[config.mk]
export PLATFORM = sky130hd
export DESIGN_NAME = dmem_result_reader
export DESIGN_NICKNAME = d
export VERILOG_FILES = /design/src/rtl/dmem_result_reader_pkg.sv /design/src/rtl/dmem_result_reader.sv
export SDC_FILE = /design/constraint.sdc
export NUM_CORES = 1
export LEC_CHECK = 0
export ABC_AREA = 1
export CAP_MARGIN = 40
export CORE_ASPECT_RATIO = 1.25
export CORE_MARGIN = 2
export CORE_UTILIZATION = 47
export CTS_BUF_LIST = sky130_fd_sc_hd__clkbuf_8 sky130_fd_sc_hd__clkbuf_16
export CTS_CLUSTER_SIZE = 16
export DETAILED_ROUTE_END_ITERATION = 16
export PLACE_DENSITY_LB_ADDON = 0.08
export SLEW_MARGIN = 20
export SYNTH_ARGS = -nofsm -noshare
export SYNTH_HDL_FRONTEND = slang
export SYNTH_SLANG_ARGS = --single-unit
[constraint.sdc]
create_clock -name clk -period 1.9 [get_ports clk]
set_input_delay 0.19 -clock clk [delete_from_list [all_inputs] [get_ports clk]]
set_output_delay 0.19 -clock clk [all_outputs]
set_load 0.01 [all_outputs]
[src/rtl/dmem_result_reader_pkg.sv]
// Shared types and defaults for dmem_result_reader.
// DMEM_READER_CHECKSUM_EN widens the state encoding to make room for S_CSUM.
package dmem_result_reader_pkg;

`ifdef DMEM_READER_CHECKSUM_EN
  typedef enum logic [2:0] {
    S_IDLE = 3'd0,
    S_READ = 3'd1,
    S_SEND = 3'd2,
    S_FIN  = 3'd3,
    S_CSUM = 3'd4
  } state_t;

  localparam state_t S_TAIL = S_CSUM;
`else
  typedef enum logic [1:0] {
    S_IDLE = 2'd0,
    S_READ = 2'd1,
    S_SEND = 2'd2,
    S_FIN  = 2'd3
  } state_t;

  localparam state_t S_TAIL = S_FIN;
`endif

  localparam logic [31:0] DEF_BASE_ADDR = 32'd80;
  localparam int          DEF_NUM_WORDS = 20;

  // Next word address; wraps modulo 2^32 by construction.
  function automatic logic [31:0] word_step(input logic [31:0] addr);
    return addr + 32'd4;
  endfunction

endpackage

[src/rtl/dmem_result_reader.sv]
// Streams NUM_WORDS words from dmem starting at BASE_ADDR over valid/ready.
// Optional DMEM_READER_CHECKSUM_EN appends a modular-sum word as the last word.
module dmem_result_reader
  import dmem_result_reader_pkg::*;
#(
  parameter logic [31:0] BASE_ADDR = DEF_BASE_ADDR,
  parameter int          NUM_WORDS = DEF_NUM_WORDS,
  parameter int          CNT_W     = 6
) (
  input  logic        clk,
  input  logic        reset,
  input  logic        start,
  output logic [31:0] mem_rd_addr,
  input  logic [31:0] mem_rd_data,
  output logic [31:0] out_data,
  output logic        out_valid,
  input  logic        out_ready,
  output logic        out_last,
  output logic        busy,
  output logic        done
);

  localparam logic [CNT_W-1:0] LAST_IDX = CNT_W'((NUM_WORDS == 0) ? 0 : NUM_WORDS - 1);
  localparam bit               EMPTY    = (NUM_WORDS == 0);

  state_t           state;
  state_t           state_nxt;
  logic [CNT_W-1:0] count;
  logic             accept;
  logic             at_last;

`ifdef DMEM_READER_CHECKSUM_EN
  logic [31:0] sum;
`endif

  assign accept  = out_valid && out_ready;
  assign at_last = (count == LAST_IDX);

  always_ff @(posedge clk) begin
    if (reset) state <= S_IDLE;
    else       state <= state_nxt;
  end

  always_comb begin
    state_nxt = state;
    case (state)
      S_IDLE: if (start) state_nxt = EMPTY ? S_TAIL : S_READ;
      S_READ: state_nxt = S_SEND;
      S_SEND: if (accept) state_nxt = at_last ? S_TAIL : S_READ;
`ifdef DMEM_READER_CHECKSUM_EN
      S_CSUM: if (accept) state_nxt = S_FIN;
`endif
      S_FIN:  state_nxt = S_IDLE;
      default: state_nxt = S_IDLE;
    endcase
  end

  always_ff @(posedge clk) begin
    if (reset) begin
      mem_rd_addr <= BASE_ADDR;
      out_data    <= 32'd0;
      out_valid   <= 1'b0;
      out_last    <= 1'b0;
      busy        <= 1'b0;
      done        <= 1'b0;
      count       <= '0;
`ifdef DMEM_READER_CHECKSUM_EN
      sum         <= 32'd0;
`endif
    end else begin
      done <= 1'b0;
      case (state)
        S_IDLE: begin
          if (start) begin
            busy        <= 1'b1;
            count       <= '0;
            mem_rd_addr <= BASE_ADDR;
`ifdef DMEM_READER_CHECKSUM_EN
            sum <= 32'd0;
            // An empty dump still emits the (zero) checksum word.
            if (EMPTY) begin
              out_data  <= 32'd0;
              out_valid <= 1'b1;
              out_last  <= 1'b1;
            end
`endif
          end
        end
        S_READ: begin
          out_data  <= mem_rd_data;
          out_valid <= 1'b1;
`ifdef DMEM_READER_CHECKSUM_EN
          out_last  <= 1'b0;
          sum       <= sum + mem_rd_data;
`else
          out_last  <= at_last;
`endif
        end
        S_SEND: begin
          if (accept) begin
            out_valid <= 1'b0;
            out_last  <= 1'b0;
            if (!at_last) begin
              count       <= count + CNT_W'(1);
              mem_rd_addr <= word_step(mem_rd_addr);
            end
`ifdef DMEM_READER_CHECKSUM_EN
            else begin
              out_data  <= sum;
              out_valid <= 1'b1;
              out_last  <= 1'b1;
            end
`endif
          end
        end
`ifdef DMEM_READER_CHECKSUM_EN
        S_CSUM: begin
          if (accept) begin
            out_valid <= 1'b0;
            out_last  <= 1'b0;
          end
        end
`endif
        S_FIN: begin
          done <= 1'b1;
          busy <= 1'b0;
        end
        default: ;
      endcase
    end
  end

endmodule
# Yosys cells after proc, flatten, opt, wreduce, memory -nomap -nowiden
# Index checks and enable logic that the tools add are counted.
# word_totals
ff_bits,76
in_bits,36
out_inout_bits,68
# classes
add_sub_neg,2
eq_ne,7
muxes,18
n_reduce_logical,9
# ops
operator,n
2-to-1 mux 32 bit,3
one-hot mux 32 bit (2 select lines),1
adder 32 x 3 -> 32 bit (second input constant),1
2-to-1 mux 6 bit,3
one-hot mux 6 bit (2 select lines),1
one-hot mux 2 bit (4 select lines),1
adder 6 x 1 -> 6 bit (second input constant),1
equality test 6 x 5 -> 1 bit (second input constant),1
2-to-1 mux 2 bit,3
inequality test 2 bit (second input constant),3
one-hot mux 1 bit (2 select lines),3
AND reduction 2 bit,3
nonzero test 2 bit,3
equality test 2 bit (second input constant),2
AND reduction 4 bit,1
2-to-1 mux 1 bit,3
equality test 2 x 1 -> 1 bit (second input constant),1
logical NOT 2 bit,1
logical AND 1 bit,1

# Longest topological paths before layout
# Gate-level depths: netlist (run 1).
# logic_depth
ltp_word,4
mapped_depth,10
depth_no_buf,10

# Worst setup path after synthesis (run 1)
# OpenSTA, ideal clock, no wires.
# synth_path
path_kind,register -> register
start,register mem_rd_addr[2]
end,register mem_rd_addr[18]
setup_time_ns,0.113
t_arrival_ns,1.395
required_time_ns,1.787
setup_slack_ns,0.392
stages_incl_launch_ff,9
n_path_buf,0
period_less_slack_ns,1.508
cell_sequence,dfxtp_1 ha_1 nand2_1 nor2_2 nand3_1 nor2_4 nand2_1 o21ai_1 nor2_1
# synth_via
elab_chain_cells,4
# synth_rtl
item,line,rtl
from (decl),dmem_result_reader.sv:13,"output logic [31:0] mem_rd_addr,"
from (signal assigned),dmem_result_reader.sv:105,mem_rd_addr <= word_step(mem_rd_addr);
adder 32 x 3 -> 32 bit,dmem_result_reader_pkg.sv:31,return addr + 32'd4;
2-to-1 mux 32 bit,dmem_result_reader.sv:103,if (!at_last) begin
2-to-1 mux 32 bit,dmem_result_reader.sv:100,if (accept) begin
one-hot mux 32 bit (2 select lines),dmem_result_reader.sv:72,case (state)
# No other way between the ends. The select of a mux whose other input is x is not followed.
# A chain may end at the register's enable or synchronous reset.

# Worst setup path after layout (run 1)
# Same ends and word-level chain as after synthesis.

==> results.sh, run 1 <==
export IMPL_outcome="completed"
export IMPL_number_of_vias_per_cell_after_detailed_routing=5.029
export IMPL_worstMarginPinSlew_ns=0.7935
export IMPL_arrival_ns=1.93
export IMPL_cts_buffers_inserted=9
export IMPL_chipWidth_um=79.66
export IMPL_critical_path_required_ns=2.14
export IMPL_pwr_share_clk_pct=36.9
export IMPL_r2r_worst_path_cells=8
export IMPL_hold_depth=3
export IMPL_grt_pass1_wl_um=15240
export IMPL_first_global_vias=3437
export IMPL_antenna_found_initial=0
export IMPL_grt_setup_unrepaired="false"
export IMPL_timing_worst_setup_path_type="reg -> reg"
export IMPL_detail_route_first_pass_iterations=4
export IMPL_floorplan_die_area_um2=7852
export IMPL_number_of_buffers_added_for_setup_after_cts=0
export IMPL_overflow=0
export IMPL_num_vias=3495
export IMPL_clock_path_buffers=2
export IMPL_post_route_antenna_net_violation_count=0
export IMPL_finalWeightedCongestion=0.9226
export IMPL_report_final_setup_viol=0
export IMPL_placement_rows=34
export IMPL_hold_viol=0
export IMPL_drc=0
export IMPL_num_nets_final=638
export IMPL_number_of_clock_sinks_seen_by_cts=74
export IMPL_leading_cell_types_in_the_layout_fill_and_taps_excluded="sky130_fd_sc_hd__nor2_1, sky130_fd_sc_hd__clkdlybuf4s50_1, sky130_fd_sc_hd__nand2_1"
export IMPL_min_from="mem_rd_data[6]"
export IMPL_drt_wirelength_per_cell_um=12.84
export IMPL_syn_instance_count=497
export IMPL_root_buffer="sky130_fd_sc_hd__clkbuf_8"
export IMPL_avgSynthCellArea_um2=6.767
export IMPL_wirelength_um=8927
export IMPL_antenna_cells=0
export IMPL_ys_seq_area_share_pct=44.05
export IMPL_vdd_ir_drop_max_uv=501.0
export IMPL_max_cap_violations=0
export IMPL_areaGrowthSynthToFinish_pct=39.66
export IMPL_io_pin_count=104
export IMPL_share_seq_of_total_power_pct=49.3
export IMPL_drc_marker_count_from_the_first_detailed_route_iteration=131
export IMPL_mostFrequentLayoutCell="sky130_fd_sc_hd__nor2_1"
export IMPL_leakage_power_nw=1.814
export IMPL_synthesis_area_um2=3363
export IMPL_cts_tree="done"
export IMPL_filler_cell_count=611
export IMPL_core_area_um2=6934
export IMPL_power_switching_w=0.0008346
export IMPL_critPathLaunch="mem_rd_addr[2]"
export IMPL_report_final_slew_viol_count=0
export IMPL_clkTransAtPathRegs_ns=0.08
export IMPL_final_core_utilization_pct=67.74
export IMPL_critical_path_startpoint_type="flip-flop"
export IMPL_hold_buffers=0
export IMPL_crit_path_max_fanout=7
export IMPL_crit_path_end_kind="flip-flop"
export IMPL_hold_path_class="in -> reg"
export IMPL_h_tree_depth=3
export IMPL_share_comb_of_total_power_pct=13.9
export IMPL_post_route_cells_drive_above_1_share_pct=6.446
export IMPL_worst_clock_skew_ns=0.009461
export IMPL_io_buffer_count=101
export IMPL_timing_slew_headroom_pct=47.04
export IMPL_period_share_pct=88.74
export IMPL_synth_ff_latch_count=74
export IMPL_regToRegStartpoint="mem_rd_addr[2]"
export IMPL_overall_global_routing_usage_pct=24.18
export IMPL_final_min_clock_period_ns=1.686
export IMPL_setup_total_negative_slack_ns=0
export IMPL_max_freq_ghz=0.5931
export IMPL_hpwl_um=6447
export IMPL_synth_yosys_warnings=0
export IMPL_start_util_pct=48.50
export IMPL_grt_start_max_net_pins=34
export IMPL_worst_skew_pair_late_latency_ns=0.34
export IMPL_floorplan_die_height_um=98.58
export IMPL_power_density_nw_per_um2=715.6
export IMPL_synth_cell_types=25
export IMPL_internal_power_w=0.002527
export IMPL_power_share_switching_pct=24.83
cell usage after synthesis:
master                     count  share of area (%)
sky130_fd_sc_hd__clkbuf_1      8               0.89
sky130_fd_sc_hd__nand3_2       2               0.60
sky130_fd_sc_hd__nor2_4        3                1.0
sky130_fd_sc_hd__ha_1          2               0.74
sky130_fd_sc_hd__xor2_1        2               0.52
sky130_fd_sc_hd__o21bai_1      1               0.22
sky130_fd_sc_hd__a21oi_1      23                3.4
sky130_fd_sc_hd__nand2_4       1               0.33
sky130_fd_sc_hd__inv_2         2               0.22
sky130_fd_sc_hd__nor2_1      127                 14
sky130_fd_sc_hd__nand4_1      20                3.7
sky130_fd_sc_hd__o21ai_0      41                6.1
sky130_fd_sc_hd__nor3_1        4               0.60
sky130_fd_sc_hd__buf_4         4               0.89
sky130_fd_sc_hd__conb_1        1               0.11
sky130_fd_sc_hd__buf_2         4               0.60
sky130_fd_sc_hd__nand2_2       2               0.37
sky130_fd_sc_hd__o21ai_1       3               0.45
sky130_fd_sc_hd__nand3_1      20                3.0
sky130_fd_sc_hd__dfxtp_1      74                 44
sky130_fd_sc_hd__inv_1        48                5.4
sky130_fd_sc_hd__nand3b_1      3               0.67
sky130_fd_sc_hd__and2_1        1               0.19
sky130_fd_sc_hd__nor2_2        7                1.3
sky130_fd_sc_hd__nand2_1      94                 10
state kept, by name (all words and copies together), names as in the netlist:
| name | count |
|---|---|
| out_last | 1 |
| out_valid | 1 |
| busy | 1 |
| count | 6 |
| done | 1 |
| out_data | 32 |
| mem_rd_addr | 30 |
| state | 2 |
kinds of logic (layout without fill, tap and decap cells):
family	after synthesis	after routing	share of synthesized area (%)
simple gates	284	284	36.42
flops	74	74	44.05
compound gates	68	68	10.19
buf+inv	66	173	7.961
fa+ha+maj	2	2	0.7439
xor+xnor	2	2	0.5209
other cells	1	2	0.1115
per-stage QoR:
| step | hold WS (ns) | total power, W | cells | worst slack [ns] | cell area [µm²] |
|---|---|---|---|---|---|
| global placement | 0.4536 | 0.002142 | 679 | 0.1334 | 4483 |
| finish | 0.4268 | 0.003361 | 695 | 0.2140 | 4697 |
| floorplan | 0.2591 | 0.001897 | 498 | 0.3919 | 3367 |
| global route | 0.4268 | 0.003518 | 695 | 0.04950 | 4697 |
| detailed placement | 0.4608 | 0.002154 | 679 | 0.05788 | 4483 |
| CTS | 0.4175 | 0.003398 | 695 | 0.1680 | 4688 |
routing by layer:
layer  wire, µm  vias up  GRT usage, %
met5          0        -             0
met4        206        0         9.682
met3        634       17         7.784
met2       4417      118         42.02
met1       3668     1578         27.01
li1           -     1782             -
final timing paths:
kind                            slack, ns         endpoint
worst max-delay path                 0.21  mem_rd_addr[18]
worst min-delay path                 0.43      out_data[6]
worst max register to register       0.21  mem_rd_addr[18]
worst min register to register       0.47             busy
layout make-up:
class / instances / area (µm²) / area share [%]
repair buffers: 107 / 1081 / 23.02
multi-input cells: 358 / 1629 / 34.68
clock buffers: 11 / 151.4 / 3.223
flip-flops and latches: 74 / 1481 / 31.54
well taps: 90 / 112.6 / 2.397
inverters: 50 / 187.7 / 3.996
clock inverters: 5 / 53.80 / 1.145
power by group through the flow:
| stage | clock network [W] | logic (W) | registers, W |
|---|---|---|---|
| after floorplan | 0 | 0.000180 | 0.00172 |
| after global placement | 0 | 0.000454 | 0.00169 |
| after detailed placement | 0 | 0.000463 | 0.00169 |
| after CTS | 0.00128 | 0.000465 | 0.00166 |
| after global routing | 0.00135 | 0.000507 | 0.00166 |
| final | 0.00124 | 0.000466 | 0.00166 |
what timing repair did:
action,CTS,global route
endpoints found under the setup margin,0,1
resized for setup,0,1
endpoints found under the hold margin,0,0
critical path: stages, from the launching register on:
cell and delay, ns:
sky130_fd_sc_hd__dfxtp_1 0.41, sky130_fd_sc_hd__ha_1 0.22, sky130_fd_sc_hd__nand2_1 0.07, sky130_fd_sc_hd__nor2_2 0.19, sky130_fd_sc_hd__nand3_1 0.19, sky130_fd_sc_hd__nor2_4 0.24
sky130_fd_sc_hd__nand2_1 0.10, sky130_fd_sc_hd__o21ai_1 0.12, sky130_fd_sc_hd__nor2_1 0.05
(Power assumes the default switching activity.)
==> run 2: changes to the inputs <==
Settings changed: CORE_UTILIZATION 47 to 48, CTS_BUF_LIST sky130_fd_sc_hd__clkbuf_8 sky130_fd_sc_hd__clkbuf_16 to sky130_fd_sc_hd__clkbuf_4.
==> results.sh, run 2 (synthesis gave the netlist of run 1 again) <==
export IMPL_outcome="completed"
export IMPL_timing_worst_setup_path_type="reg -> reg"
export IMPL_start_util_pct=48.80
export IMPL_hold_buffers=0
export IMPL_crit_path_end_kind="flip-flop"
export IMPL_wirelength_um=8392
export IMPL_first_global_vias=3278
export IMPL_num_nets_final=641
export IMPL_setup_total_negative_slack_ns=0
export IMPL_io_pin_count=104
export IMPL_finalWeightedCongestion=0.8152
export IMPL_leading_cell_types_in_the_layout_fill_and_taps_excluded="sky130_fd_sc_hd__nor2_1, sky130_fd_sc_hd__clkdlybuf4s50_1, sky130_fd_sc_hd__nand2_1"
export IMPL_num_vias=3501
export IMPL_floorplan_die_height_um=97.59
export IMPL_floorplan_die_area_um2=7697
export IMPL_internal_power_w=0.002654
export IMPL_placement_rows=34
export IMPL_regToRegStartpoint="count[0]"
export IMPL_share_seq_of_total_power_pct=47.3
export IMPL_path_cells="ha_1 -> nand3_1 -> nor2_1 -> nand2_2 -> nand2_4 -> buf_4 -> o21ai_0 -> nand2_1 -> nor2_1"
export IMPL_worst_skew_pair_late_latency_ns=0.43
export IMPL_power_share_switching_pct=24.20
export IMPL_hold_viol=0
export IMPL_report_final_slew_viol_count=0
export IMPL_hold_depth=3
export IMPL_grt_setup_unrepaired="false"
export IMPL_cpMostUsedCell="sky130_fd_sc_hd__nor2_1"
export IMPL_root_buffer="sky130_fd_sc_hd__clkbuf_4"
export IMPL_io_buffer_count=101
export IMPL_core_area_um2=6892
export IMPL_clkTransAtPathRegs_ns=0.13
export IMPL_mostFrequentLayoutCell="sky130_fd_sc_hd__nor2_1"
export IMPL_cp_depth=9
export IMPL_post_route_cells_drive_above_1_share_pct=7.072
export IMPL_h_tree_depth=3
export IMPL_slowest_delay_ns=0.41
export IMPL_grt_pass1_wl_um=14290
export IMPL_drc_marker_count_from_the_first_detailed_route_iteration=158
export IMPL_number_of_flip_flops_under_the_largest_register_name=32
export IMPL_number_of_vias_per_cell_after_detailed_routing=5.016
export IMPL_post_cts_resized=0
export IMPL_cts_tree="done"
export IMPL_overflow=0
export IMPL_cp_buffers_inverters=1
export IMPL_crit_path_max_fanout=11
export IMPL_biggestRegsByFlops="out_data x32, mem_rd_addr x30, count x6"
export IMPL_max_cap_violations=0
export IMPL_arrival_ns=2.03
export IMPL_multi_input_logic_area_um2=1620
export IMPL_hold_path_class="in -> reg"
export IMPL_hpwl_um=6058
export IMPL_final_min_clock_period_ns=1.694
export IMPL_critical_path_startpoint_type="flip-flop"
export IMPL_number_of_clock_sinks_seen_by_cts=74
export IMPL_r2r_worst_path_cells=9
export IMPL_post_route_antenna_net_violation_count=0
export IMPL_rr_endpoint="count[2]"
export IMPL_vdd_ir_drop_max_uv=686.0
export IMPL_clock_path_buffers=2
export IMPL_share_comb_of_total_power_pct=13.1
export IMPL_holdPathEnd="out_data[18]"
export IMPL_report_final_setup_viol=0
export IMPL_leakage_power_nw=1.827
export IMPL_stdcell_count=698
export IMPL_min_from="mem_rd_data[18]"
export IMPL_placedInstanceArea_um2=4493
export IMPL_power_density_nw_per_um2=744.6
export IMPL_drc=0
export IMPL_number_of_buffers_added_for_setup_after_cts=0
export IMPL_antenna_cells=0
export IMPL_pwr_share_clk_pct=39.5
export IMPL_grt_start_max_net_pins=36
export IMPL_cp_top_family="simple AND/OR/NAND/NOR gates"
export IMPL_max_flop_register="out_data"
export IMPL_drt_wirelength_per_cell_um=12.02
export IMPL_antenna_found_initial=0
export IMPL_rrSetupSlack_ns=0.21
export IMPL_critical_path_required_ns=2.23
export IMPL_cts_buffers_inserted=9
export IMPL_seq_area_um2=1481
export IMPL_power_switching_w=0.0008473
export IMPL_detail_route_first_pass_iterations=4
export IMPL_areaGrowthSynthToFinish_pct=39.81
export IMPL_filler_cell_count=606
export IMPL_overall_global_routing_usage_pct=22.83
export IMPL_max_freq_ghz=0.5902
export IMPL_critPathSlowestCell="sky130_fd_sc_hd__dfxtp_1"
export IMPL_period_share_pct=89.17
export IMPL_fin_area_um2=4702
export IMPL_dpl_cell_count=682
export IMPL_worst_clock_skew_ns=0.02420
export IMPL_chipWidth_um=78.87
==> run 2: cell count changes in the layout (fill, tap and decap cells not counted), sizes merged <==
cell and change:
clkbuf -2, clkinv +1, inv -1, bufinv +3, clkinvlp -1, buf +3
==> run 2: worst min-delay path: stages <==
cell and delay [ns]:
sky130_fd_sc_hd__clkdlybuf4s50_1 0.39, sky130_fd_sc_hd__nor2_1 0.10, sky130_fd_sc_hd__nor2_1 0.05
==> run 2: layout make-up <==
class,count,area share (%)
repair buffers,110,23.20
flip-flops and latches,74,31.51
well taps,90,2.395
clock inverters,7,3.007
clock buffers,9,1.437
multi-input cells,358,34.46
inverters,50,3.991
==> run 2: layer usage <==
metal	wire (µm)	up-vias	GRT usage (%)
li1	-	1791	-
met1	3622	1600	26.50
met2	4014	100	38.40
met3	629	10	7.993
met4	125	0	8.488
met5	0	-	0
==> run 2: power by group through the flow <==
stage          clock [W]  sequential (W)  combinational, W
2_1_floorplan          0         0.00172          0.000180
3_3_place_gp           0         0.00169          0.000458
3_5_place_dp           0         0.00169          0.000462
4_1_cts          0.00139         0.00166          0.000465
5_1_grt          0.00147         0.00167          0.000505
6_report         0.00138         0.00166          0.000460
==> run 2: worst max-delay path by stage <==
stage | startpoint | endpoint
finish | count[0] | count[2]
floorplan | mem_rd_addr[2] | mem_rd_addr[18]
detailed placement | out_ready | mem_rd_addr[23]
global route | count[0] | count[4]
global placement | out_ready | mem_rd_addr[23]
CTS | count[0] | count[2]
==> run 2: metrics by stage <==
stage | hold slack (ns) | setup slack, ns | total power (W) | util [%]
final | 0.3220 | 0.2057 | 0.003501 | 68.23
after global routing | 0.3114 | 0.02102 | 0.003642 | 68.23
after CTS | 0.3150 | 0.1798 | 0.003517 | 68.23
after detailed placement | 0.4639 | 0.07238 | 0.002152 | 65.20
after global placement | 0.4589 | 0.1595 | 0.002145 | 65.20
after floorplan | 0.2591 | 0.3919 | 0.001897 | -
==> run 3: changes to the inputs <==
Settings changed: CORE_UTILIZATION 48 to 30, TNS_END_PERCENT set to 5.
==> results.sh, run 3 (synthesis gave the netlist of run 1 again) <==
export IMPL_critical_path_startpoint_type="flip-flop"
export IMPL_regToRegStartpoint="mem_rd_addr[7]"
export IMPL_outcome="completed"
export IMPL_path_cells="nand2_1 -> nor2_1 -> nand3_2 -> nor2_4 -> nand2_1 -> o21ai_0 -> nor2_1"
export IMPL_grt_pass1_wl_um=16620
export IMPL_hpwl_um=7187
export IMPL_timing_worst_setup_path_type="reg -> reg"
export IMPL_number_of_clock_sinks_seen_by_cts=74
export IMPL_first_global_vias=3584
export IMPL_post_cts_resized=0
export IMPL_drc=0
export IMPL_wirelength_um=9943
export IMPL_mostFrequentLayoutCell="sky130_fd_sc_hd__nor2_1"
export IMPL_final_core_utilization_pct=42.73
export IMPL_number_of_buffers_added_for_setup_after_cts=0
export IMPL_io_buffer_count=101
export IMPL_cp_top_family="simple AND/OR/NAND/NOR gates"
export IMPL_number_of_flip_flops_under_the_largest_register_name=32
export IMPL_drc_marker_count_from_the_first_detailed_route_iteration=128
export IMPL_power_density_nw_per_um2=663.0
export IMPL_holdPathEnd="out_data[29]"
export IMPL_rrSetupSlack_ns=0.21
export IMPL_root_buffer="sky130_fd_sc_hd__clkbuf_4"
export IMPL_r2r_worst_path_cells=7
export IMPL_post_route_antenna_net_violation_count=0
export IMPL_worst_clock_skew_ns=0.01364
export IMPL_leading_cell_types_in_the_layout_fill_and_taps_excluded="sky130_fd_sc_hd__nor2_1, sky130_fd_sc_hd__clkdlybuf4s50_1, sky130_fd_sc_hd__nand2_1"
export IMPL_rr_endpoint="mem_rd_addr[23]"
export IMPL_vdd_ir_drop_max_uv=390.3
export IMPL_overflow=0
export IMPL_floorplan_die_height_um=122.4
export IMPL_areaGrowthSynthToFinish_pct=40.14
export IMPL_cp_buffers_inverters=0
export IMPL_report_final_slew_viol_count=0
export IMPL_slowest_delay_ns=0.46
export IMPL_grt_start_max_net_pins=36
export IMPL_max_flop_register="out_data"
export IMPL_clock_path_buffers=2
export IMPL_cts_buffers_inserted=9
export IMPL_max_freq_ghz=0.5908
export IMPL_finalWeightedCongestion=0.8194
export IMPL_clkTransAtPathRegs_ns=0.13
export IMPL_h_tree_depth=3
export IMPL_drt_wirelength_per_cell_um=13.35
export IMPL_post_route_cells_drive_above_1_share_pct=7.061
export IMPL_io_pin_count=104
export IMPL_start_util_pct=30.49
export IMPL_hold_buffers=0
export IMPL_design_power_total_w=0.003125
export IMPL_arrival_ns=2.02
export IMPL_detail_route_first_pass_iterations=4
export IMPL_critPathSlowestCell="sky130_fd_sc_hd__dfxtp_1"
export IMPL_antenna_found_initial=1
export IMPL_placement_rows=43
export IMPL_period_share_pct=89.09
export IMPL_cts_tree="done"
export IMPL_final_min_clock_period_ns=1.693
export IMPL_leakage_power_nw=1.803
export IMPL_core_area_um2=11030
export IMPL_overall_global_routing_usage_pct=17.16
export IMPL_number_of_vias_per_cell_after_detailed_routing=4.686
export IMPL_crit_path_max_fanout=9
export IMPL_setup_total_negative_slack_ns=0
export IMPL_floorplan_die_area_um2=12080
export IMPL_hold_viol=0
export IMPL_biggestRegsByFlops="out_data x32, mem_rd_addr x30, count x6"
export IMPL_num_vias=3491
export IMPL_report_final_setup_viol=0
export IMPL_chipWidth_um=98.70
export IMPL_grt_setup_unrepaired="false"
export IMPL_max_cap_violations=0
export IMPL_crit_path_end_kind="flip-flop"
export IMPL_hold_path_class="in -> reg"
export IMPL_hold_depth=3
export IMPL_worst_skew_pair_late_latency_ns=0.43
export IMPL_critical_path_required_ns=2.23
export IMPL_num_nets_final=642
export IMPL_min_from="mem_rd_data[29]"
-- run 3: cell count changes in the layout (fill, tap and decap cells not counted), sizes merged --
cell / previous run / this run
bufinv: 4 / 1
buf: 9 / 10
clkbuf: 9 / 10
clkinv: 2 / 3
clkinvlp: 1 / 2
diode: 0 / 1
-- run 3: final cells by class --
type,instances,area (µm²)
clock inverter,6,57.56
inverter,50,187.7
clock buffer,10,75.07
sequential,74,1483
antenna,1,2.502
fill,1149,6316
tap,135,168.9
multi-input combinational,358,1620
timing repair buffer,111,1119
-- run 3: through the flow --
stage                     hold slack, ns  cell area, µm²  cells  worst slack [ns]
after floorplan                   0.2591            3367    498            0.3919
after global placement            0.4643            4549    727            0.1004
after detailed placement          0.4534            4577    728           0.05783
after CTS                         0.2921            4710    744            0.1710
after global routing              0.3244            4713    745           0.01969
final                             0.3328            4713    745            0.2073
-- run 3: worst max-delay path by stage --
stage	end	from	slack (ns)	depth (start not counted)
after global routing	mem_rd_addr[24]	mem_rd_addr[3]	0.02	9
after global placement	mem_rd_addr[23]	out_ready	0.10	8
after CTS	mem_rd_addr[24]	mem_rd_addr[2]	0.17	9
after floorplan	mem_rd_addr[18]	mem_rd_addr[2]	0.39	8
after detailed placement	mem_rd_addr[23]	out_ready	0.06	8
final	mem_rd_addr[23]	mem_rd_addr[7]	0.21	7
-- run 3: per-layer routing --
layer	routed length, µm	global-route usage (%)
met5	0	0
met4	258	8.990
met3	635	4.328
met2	4822	29.21
met1	4227	19.89
-- run 3: where the power goes --
part | switching, W | internal (W) | total, W
Combinational | 0.000231 | 0.000243 | 0.000474
Sequential | 0.0000394 | 0.00162 | 0.00166
Clock | 0.000586 | 0.000405 | 0.000992
Total | 0.000857 | 0.00227 | 0.00312
-- run 3: worst reg2reg max path, cell delays in order, from the launching register on --
cell                      delay [ns]
sky130_fd_sc_hd__dfxtp_1        0.46
sky130_fd_sc_hd__nand2_1        0.12
sky130_fd_sc_hd__nor2_1         0.27
sky130_fd_sc_hd__nand3_2        0.20
sky130_fd_sc_hd__nor2_4         0.25
sky130_fd_sc_hd__nand2_1        0.10
sky130_fd_sc_hd__o21ai_0        0.16
sky130_fd_sc_hd__nor2_1         0.05
